**src/rtl/lsu_mem_port.sv**
```systemverilog
// MEM-stage load/store unit: formats stores into byte-enabled word writes, runs the
// req/ack data-bus handshake, extends load data, and stalls the pipeline while busy.
module lsu_mem_port #(
  parameter int TIMEOUT = 255
) (
  input  logic        clk,
  input  logic        rst_n,
  input  logic        mem_req,
  input  logic        mem_we,
  input  logic [2:0]  funct3,
  input  logic [31:0] addr,
  input  logic [31:0] wdata,
  input  logic        flush,
  output logic        stall,
  output logic [31:0] memData,
  output logic        load_valid,
  output logic        misalign,
  output logic        bus_err,
  output logic        dbus_req,
  output logic        dbus_we,
  output logic [31:0] dbus_addr,
  output logic [3:0]  dbus_be,
  output logic [31:0] dbus_wdata,
  input  logic        dbus_ack,
  input  logic [31:0] dbus_rdata
);

  localparam int CW = (TIMEOUT < 2) ? 1 : $clog2(TIMEOUT + 1);

  typedef enum logic [1:0] {IDLE, BUSY, RESP} state_e;

  state_e        state_q, state_d;
  logic [CW-1:0] cnt_q;
  logic          we_q, flushed_q, err_q, misalign_q;
  logic [2:0]    funct3_q;
  logic [1:0]    off_q;
  logic          req_q, busWe_q;
  logic [31:0]   busAddr_q, busWdata_q, memData_q;
  logic [3:0]    busBe_q;

  logic          illegal, misaligned, accept, reqBad, timeoutHit;
  logic [3:0]    beFmt;
  logic [31:0]   wdFmt, shifted, loadFmt;

  always_comb begin
    illegal    = (funct3 == 3'b011) || (funct3[2:1] == 2'b11) || (funct3[2] && mem_we);
    misaligned = ((funct3[1:0] == 2'b01) && addr[0]) ||
                 ((funct3[1:0] == 2'b10) && (addr[1:0] != 2'b00));
    accept     = (state_q == IDLE) && mem_req && !flush && !illegal && !misaligned;
    reqBad     = (state_q == IDLE) && mem_req && !flush && (illegal || misaligned);
    timeoutHit = (TIMEOUT != 0) && (int'(cnt_q) == TIMEOUT - 1);
  end

  // Store lane steering; loads always read the full word.
  always_comb begin
    beFmt = 4'b1111;
    wdFmt = wdata;
    case (funct3[1:0])
      2'b00: begin
        beFmt = 4'b0001 << addr[1:0];
        wdFmt = {4{wdata[7:0]}};
      end
      2'b01: begin
        beFmt = addr[1] ? 4'b1100 : 4'b0011;
        wdFmt = {2{wdata[15:0]}};
      end
      default: ;
    endcase
    if (!mem_we) beFmt = 4'b1111;
  end

  always_comb begin
    shifted = dbus_rdata >> {off_q, 3'b000};
    case (funct3_q)
      3'b000:  loadFmt = {{24{shifted[7]}}, shifted[7:0]};
      3'b100:  loadFmt = {24'd0, shifted[7:0]};
      3'b001:  loadFmt = {{16{shifted[15]}}, shifted[15:0]};
      3'b101:  loadFmt = {16'd0, shifted[15:0]};
      default: loadFmt = dbus_rdata;
    endcase
  end

  always_ff @(posedge clk or negedge rst_n) begin
    if (!rst_n) state_q <= IDLE;
    else        state_q <= state_d;
  end

  always_comb begin
    state_d = state_q;
    case (state_q)
      IDLE:    if (accept) state_d = BUSY;
      BUSY:    if (dbus_ack || timeoutHit) state_d = RESP;
      RESP:    state_d = IDLE;
      default: state_d = IDLE;
    endcase
  end

  always_comb begin
    stall      = accept || (state_q == BUSY);
    load_valid = (state_q == RESP) && !we_q && !flushed_q && !flush && !err_q;
    bus_err    = (state_q == RESP) && err_q;
    misalign   = misalign_q;
    memData    = memData_q;
    dbus_req   = req_q;
    dbus_we    = busWe_q;
    dbus_addr  = busAddr_q;
    dbus_be    = busBe_q;
    dbus_wdata = busWdata_q;
  end

  // A flush in BUSY only marks the result dead; the request stays up until ack.
  always_ff @(posedge clk or negedge rst_n) begin
    if (!rst_n) begin
      cnt_q      <= '0;
      we_q       <= 1'b0;
      flushed_q  <= 1'b0;
      err_q      <= 1'b0;
      misalign_q <= 1'b0;
      funct3_q   <= 3'b000;
      off_q      <= 2'b00;
      req_q      <= 1'b0;
      busWe_q    <= 1'b0;
      busAddr_q  <= 32'd0;
      busBe_q    <= 4'd0;
      busWdata_q <= 32'd0;
      memData_q  <= 32'd0;
    end else begin
      misalign_q <= reqBad;
      if (accept) begin
        req_q      <= 1'b1;
        busWe_q    <= mem_we;
        busAddr_q  <= {addr[31:2], 2'b00};
        busBe_q    <= beFmt;
        busWdata_q <= wdFmt;
        we_q       <= mem_we;
        funct3_q   <= funct3;
        off_q      <= addr[1:0];
        cnt_q      <= '0;
        flushed_q  <= 1'b0;
        err_q      <= 1'b0;
      end else if (state_q == BUSY) begin
        cnt_q <= cnt_q + 1'b1;
        if (flush) flushed_q <= 1'b1;
        if (dbus_ack) begin
          req_q <= 1'b0;
          if (!we_q) memData_q <= loadFmt;
        end else if (timeoutHit) begin
          req_q     <= 1'b0;
          err_q     <= 1'b1;
          memData_q <= 32'd0;
        end
      end
    end
  end

endmodule

```
**config.mk**
```make
export PLATFORM = sky130hd
export DESIGN_NAME = lsu_mem_port
export DESIGN_NICKNAME = d
export VERILOG_FILES = /design/src/rtl/lsu_mem_port.sv
export SDC_FILE = /design/constraint.sdc
export NUM_CORES = 1
export LEC_CHECK = 0
export BUFFER_PORTS_ARGS = -buffer_cell sky130_fd_sc_hd__buf_2
export CORE_MARGIN = 2
export CORE_UTILIZATION = 53
export CTS_CLUSTER_SIZE = 25
export DETAILED_ROUTE_END_ITERATION = 12
export PLACE_DENSITY = 0.83
export SLEW_MARGIN = 20
export SYNTH_ARGS = -nofsm -noshare
export SYNTH_HDL_FRONTEND = slang
export SYNTH_SLANG_ARGS = --single-unit
```
**constraint.sdc**
```tcl
create_clock -name clk -period 6.25 [get_ports clk]
set_clock_uncertainty 0.2 [all_clocks]
set_input_delay 1.25 -clock clk [delete_from_list [all_inputs] [get_ports clk]]
set_output_delay 1.25 -clock clk [all_outputs]
set_load 0.005 [all_outputs]
```
# Word level (Yosys, flattened, before mapping)
# Cells that the tools add are included.
# word_totals
register_bits	118
in_bits	105
out_inout_bits	106
# op_classes
n_addsub	1
n_eq_ne	14
shift	2
n_mux	24
bitwise_logic	1
reduce_logical	39
# op_table
operator	count
case mux 32 bit (4 select lines)	1
two-way mux 32 bit	3
case mux 32 bit (2 select lines)	1
>> shifter 32 x 5 -> 16 bit	1
two-way mux 8 bit	2
logical AND 1 bit	13
two-way mux 1 bit	11
nonzero test 2 bit	5
adder 8 x 1 -> 8 bit (second input constant)	1
equality test 8 x 2 -> 1 bit (second input constant)	1
two-way mux 4 bit	2
case mux 4 bit (2 select lines)	1
equality test 2 bit (second input constant)	3
equality test 3 bit (second input constant)	2
zero test 1 bit	6
logical OR 1 bit	6
!= test 2 bit (second input constant)	3
AND reduction 2 bit	3
equality test 2 x 1 -> 1 bit (second input constant)	2
zero test 2 bit	2
two-way mux 2 bit	2
case mux 2 bit (2 select lines)	1
AND reduction 4 bit	1
left shift 1 x 2 -> 4 bit (first input constant)	1
7 further kinds	7

# Logic depth before layout (Yosys ltp)
# depth
depth_word	8
mapped_depth	7
depth_no_buf	6

# Least setup slack after synthesis
# Ideal clock, no wire load.
# synth_path
kind	input -> output
start	in funct3[1]
end	out stall
arrival_time_ns	2.409
slack_ns	2.391
path_stages	6
path_buffers	3
cell_sequence	buf_2 -> a221oi_1 -> o21bai_4 -> buf_6 -> buf_6 -> nand2_1
# synth_via
elab_chain_len	7
elab_cells_between_ends	14
classes_between	eq/ne: 4; reduce/logical: 10
# synth_rtl
element	line_no	source
start, declared	10	input logic [2:0] funct3,
equality test 3 x 2 -> 1 bit or equality test 2 bit (tied branches)	46	illegal = (funct3 == 3'b011) || (funct3[2:1] == 2'b11) || (funct3[2] && mem_we);
logical OR 1 bit (2 in a row)	46	
zero test 1 bit	49	accept = (state_q == IDLE) && mem_req && !flush && !illegal && !misaligned;
logical AND 1 bit	49	
logical AND 1 bit *	49	
logical OR 1 bit *	99	stall = accept || (state_q == BUSY);
end, declared	14	output logic stall,
# Mark *: on every way between the ends. The rest lies on a longest branch, timed or not.

# Worst setup path in the final report
# Ends and elaborated chain as after synthesis.

==> metrics.txt <==
area of the core=10320 sq um; grt met1 use=0.3203; Die X=107.1 um; ratio of final minimum period to clock period=0.6255; grt ovf=0; Netlist cell types=48; hold depth=2; Post-Place Cells=814; PostCTS Resize Cnt=0; CTS sink count=approximately 120; post-route insts no fill=around 850; Antenna Cells=0; Leakage=just under 0.004 uW; detailed placer's ending HPWL=10.30 mm; clock slew at reported path FFs=0.05 ns; DR DRC count=0; ys async rst share=1.000; Post-Synth XOR/XNOR Area=0.009333; die height=107.1 um; Synth top area share=0.5244; worst vdd ir=~0.00022 V; reg2reg setup slack=around 3.5 ns; minimum clock period=about 3.9 ns; sequential element share of the synthesized area=0.5244; register area=between 2000 and 3000 sq um; RSZ-0062 raised after global routing=no; vias in the first global route=approximately 4700; Total GRT Usage=0.2629; average wire per standard cell=around 17 um; top-count cell post-synth=dfrtp_1; grt met2 use=0.4403; gpl congestion=roughly 0.86; mux cell area share after synthesis=0.1729; Synth-to-Final Area Change=29.71%; hold path startpoint=dbus_wdata[15]; P per Cell Area=about 410 nW/um^2; Most used DFF post-synth=dfrtp_1; Clock Tree Root=clkbuf_8; insertion delay to the later sink of the worst-skew pair=0.51 ns; mapped cell area=between 5000 and 6000 sq um; Initial Utilization=0.5454; Final TNS setup=0 ns; met3 GRT Util=0.08085; Ports=approximately 210; DR vias=around 4600; initial antenna violation count=0; area of the multi-input gates=roughly 2400 sq um; Longest Clk Path Bufs=2; CP Capture Type=output port; status=complete, no violations; compound-cell area share of the yosys netlist=0.1278; cell taking the most area after synthesis=dfrtp_1; commonest cells in the netlist=118 x dfrtp_1, 70 x nand2_1, 42 x mux2_4, 41 x o21ai_0, 32 x mux2i_1; Cells after Synth=around 500; Hold EP=dbus_wdata[15]; maximum operating frequency=roughly 260 MHz; first-pass GRT wire length=approximately 23 mm; Post-Route Utilization=0.7074; Total Wirelength=between 10 and 15 mm; row cnt=37; Final setup viols=0; Setup Buffers After CTS=0; nets@finish=804; Required @ worst endpoint=about 4.8 ns; Max Cap Violations=0; Worst Tran Pin Value=around 0.94 ns; Fillers=778; post-synthesis adder-cell area fraction=0.004444; FF+latch count, synth=118; Syn Area/Cell=approximately 11 sq um; total CTS buffers=17; Post-Synth Simple-Gate Area=0.1176; Final Hold Vio Count=0; GRT busiest layer=met2; Worst Path Max Fanout=28; Final ANT Viol Nets=0; WHS=0.2777 ns; FF-to-FF path depth=5; initial drt markers=~380; port bufs=~210; Vias/cell=roughly 5.5; Pins Over Slew Limit=0; R2R Path End=dbus_addr[14]; CTS tree=done; H-tree depth=4; Die ar.=11460 sq um; # hold bufs at CTS=0; Crit Reg-Reg Startpoint=state_q[0]; number of synthesized flops with an enable pin=0; pin count of the biggest net entering global routing=71; Rel. slew slack=0.3735; worst hold path class=reg2reg; share of post-route cells with drive strength above 1=0.4113; Setup crit start kind=input port; Worst Path Arrival=about 2.5 ns; drt pass-1 iters=5; Setup CP Type=in2out; largest family of logic cells by synthesized area=multiplexers; largest cells by area after synthesis=dfrtp_1 52%, mux2_4 11%, mux2i_1 5.7%; Yosys Warn Count=0
-- per-layer routing --
layer	part of all wire	vias up
met3	0.084	19
li1	-	2140
met5	0	-
met2	0.51	227
met4	0.013	0
met1	0.40	2242
-- critical path, cell delays in order --
cell,delay [ns]
buf_2,0.29
a221oi_1,0.59
o21bai_4,0.13
nand2_1,0.07
buf_2,0.11
-- sequential cells by signal, summed over array words and instances, names as in the netlist, 2 cells and up --
register,count
dbus_wdata,32
memData,32
dbus_addr,30
cnt_q,8
dbus_be,4
funct3_q,3
off_q,2
state_q,2
-- through the flow --
stage	cell area [sq um]	total power (uW)	worst slack, ns
2_1_floorplan	5634	1570	2.391
3_3_place_gp	6669	1908	2.298
3_5_place_dp	6669	1947	2.220
4_1_cts	7303	2991	2.352
5_1_grt	7303	3135	2.247
6_report	7303	2973	2.341
-- power breakdown --
group | internal (uW) | switching (uW) | leakage [uW]
clock | 700 | 328 | 0.000305
sequential | 1010 | 196 | 0.00147
combinational | 410 | 332 | 0.00210
-- worst max path at each step --
stage / depth (start not counted) / slack [ns] / startpoint / endpoint
global route: 5 / 2.25 / funct3[1] / stall
CTS: 5 / 2.35 / funct3[1] / stall
floorplan: 6 / 2.39 / funct3[1] / stall
finish: 5 / 2.34 / funct3[1] / stall
detailed placement: 6 / 2.22 / funct3[1] / dbus_addr[5]
global placement: 6 / 2.30 / funct3[1] / dbus_addr[8]
-- final cells by class --
| cell class | count | area share |
|---|---|---|
| Multi-Input combinational cell | 341 | 0.3349 |
| Clock inverter | 7 | 0.01919 |
| Inverter | 7 | 0.003598 |
| Sequential cell | 118 | 0.4043 |
| Clock buffer | 25 | 0.06767 |
| Timing Repair Buffer | 212 | 0.1470 |
| Tap cell | 136 | 0.02330 |
-- kinds of logic (layout without fill, tap and decap cells) --
family | Yosys count | count (layout)
DFF | 118 | 118
buffers and inverters | 39 | 251
adders and majority gates | 2 | 2
AOI/OAI and AO/OA | 116 | 116
other | 1 | 2
xor gates and xnor gates | 6 | 6
and+or+nand+nor | 139 | 139
muxes | 76 | 76
-- layout by cell type, fill, tap and decap left out, types with 2 or more instances in the layout --
master and count:
nand2b_1 18, clkinvlp_4 2, nand2_1 70, clkbuf_1 3
mux2_2 2, xor2_1 6, nor2b_1 6, a221oi_1 2
clkbuf_8 6, a21oi_1 26, clkbuf_16 16, a32o_1 7
dfrtp_1 118, mux2_4 42, ha_1 2, nand4_1 3
inv_1 7, bufinv_16 4, nor3b_1 2, nor3_1 3
o21ai_1 12, buf_4 5, conb_1 2, and2_1 2
mux2i_1 32, a22oi_1 16, o21ai_0 41, nor2_1 24
buf_2 207, and3_1 2
Power figures use the tool's default switching activity.
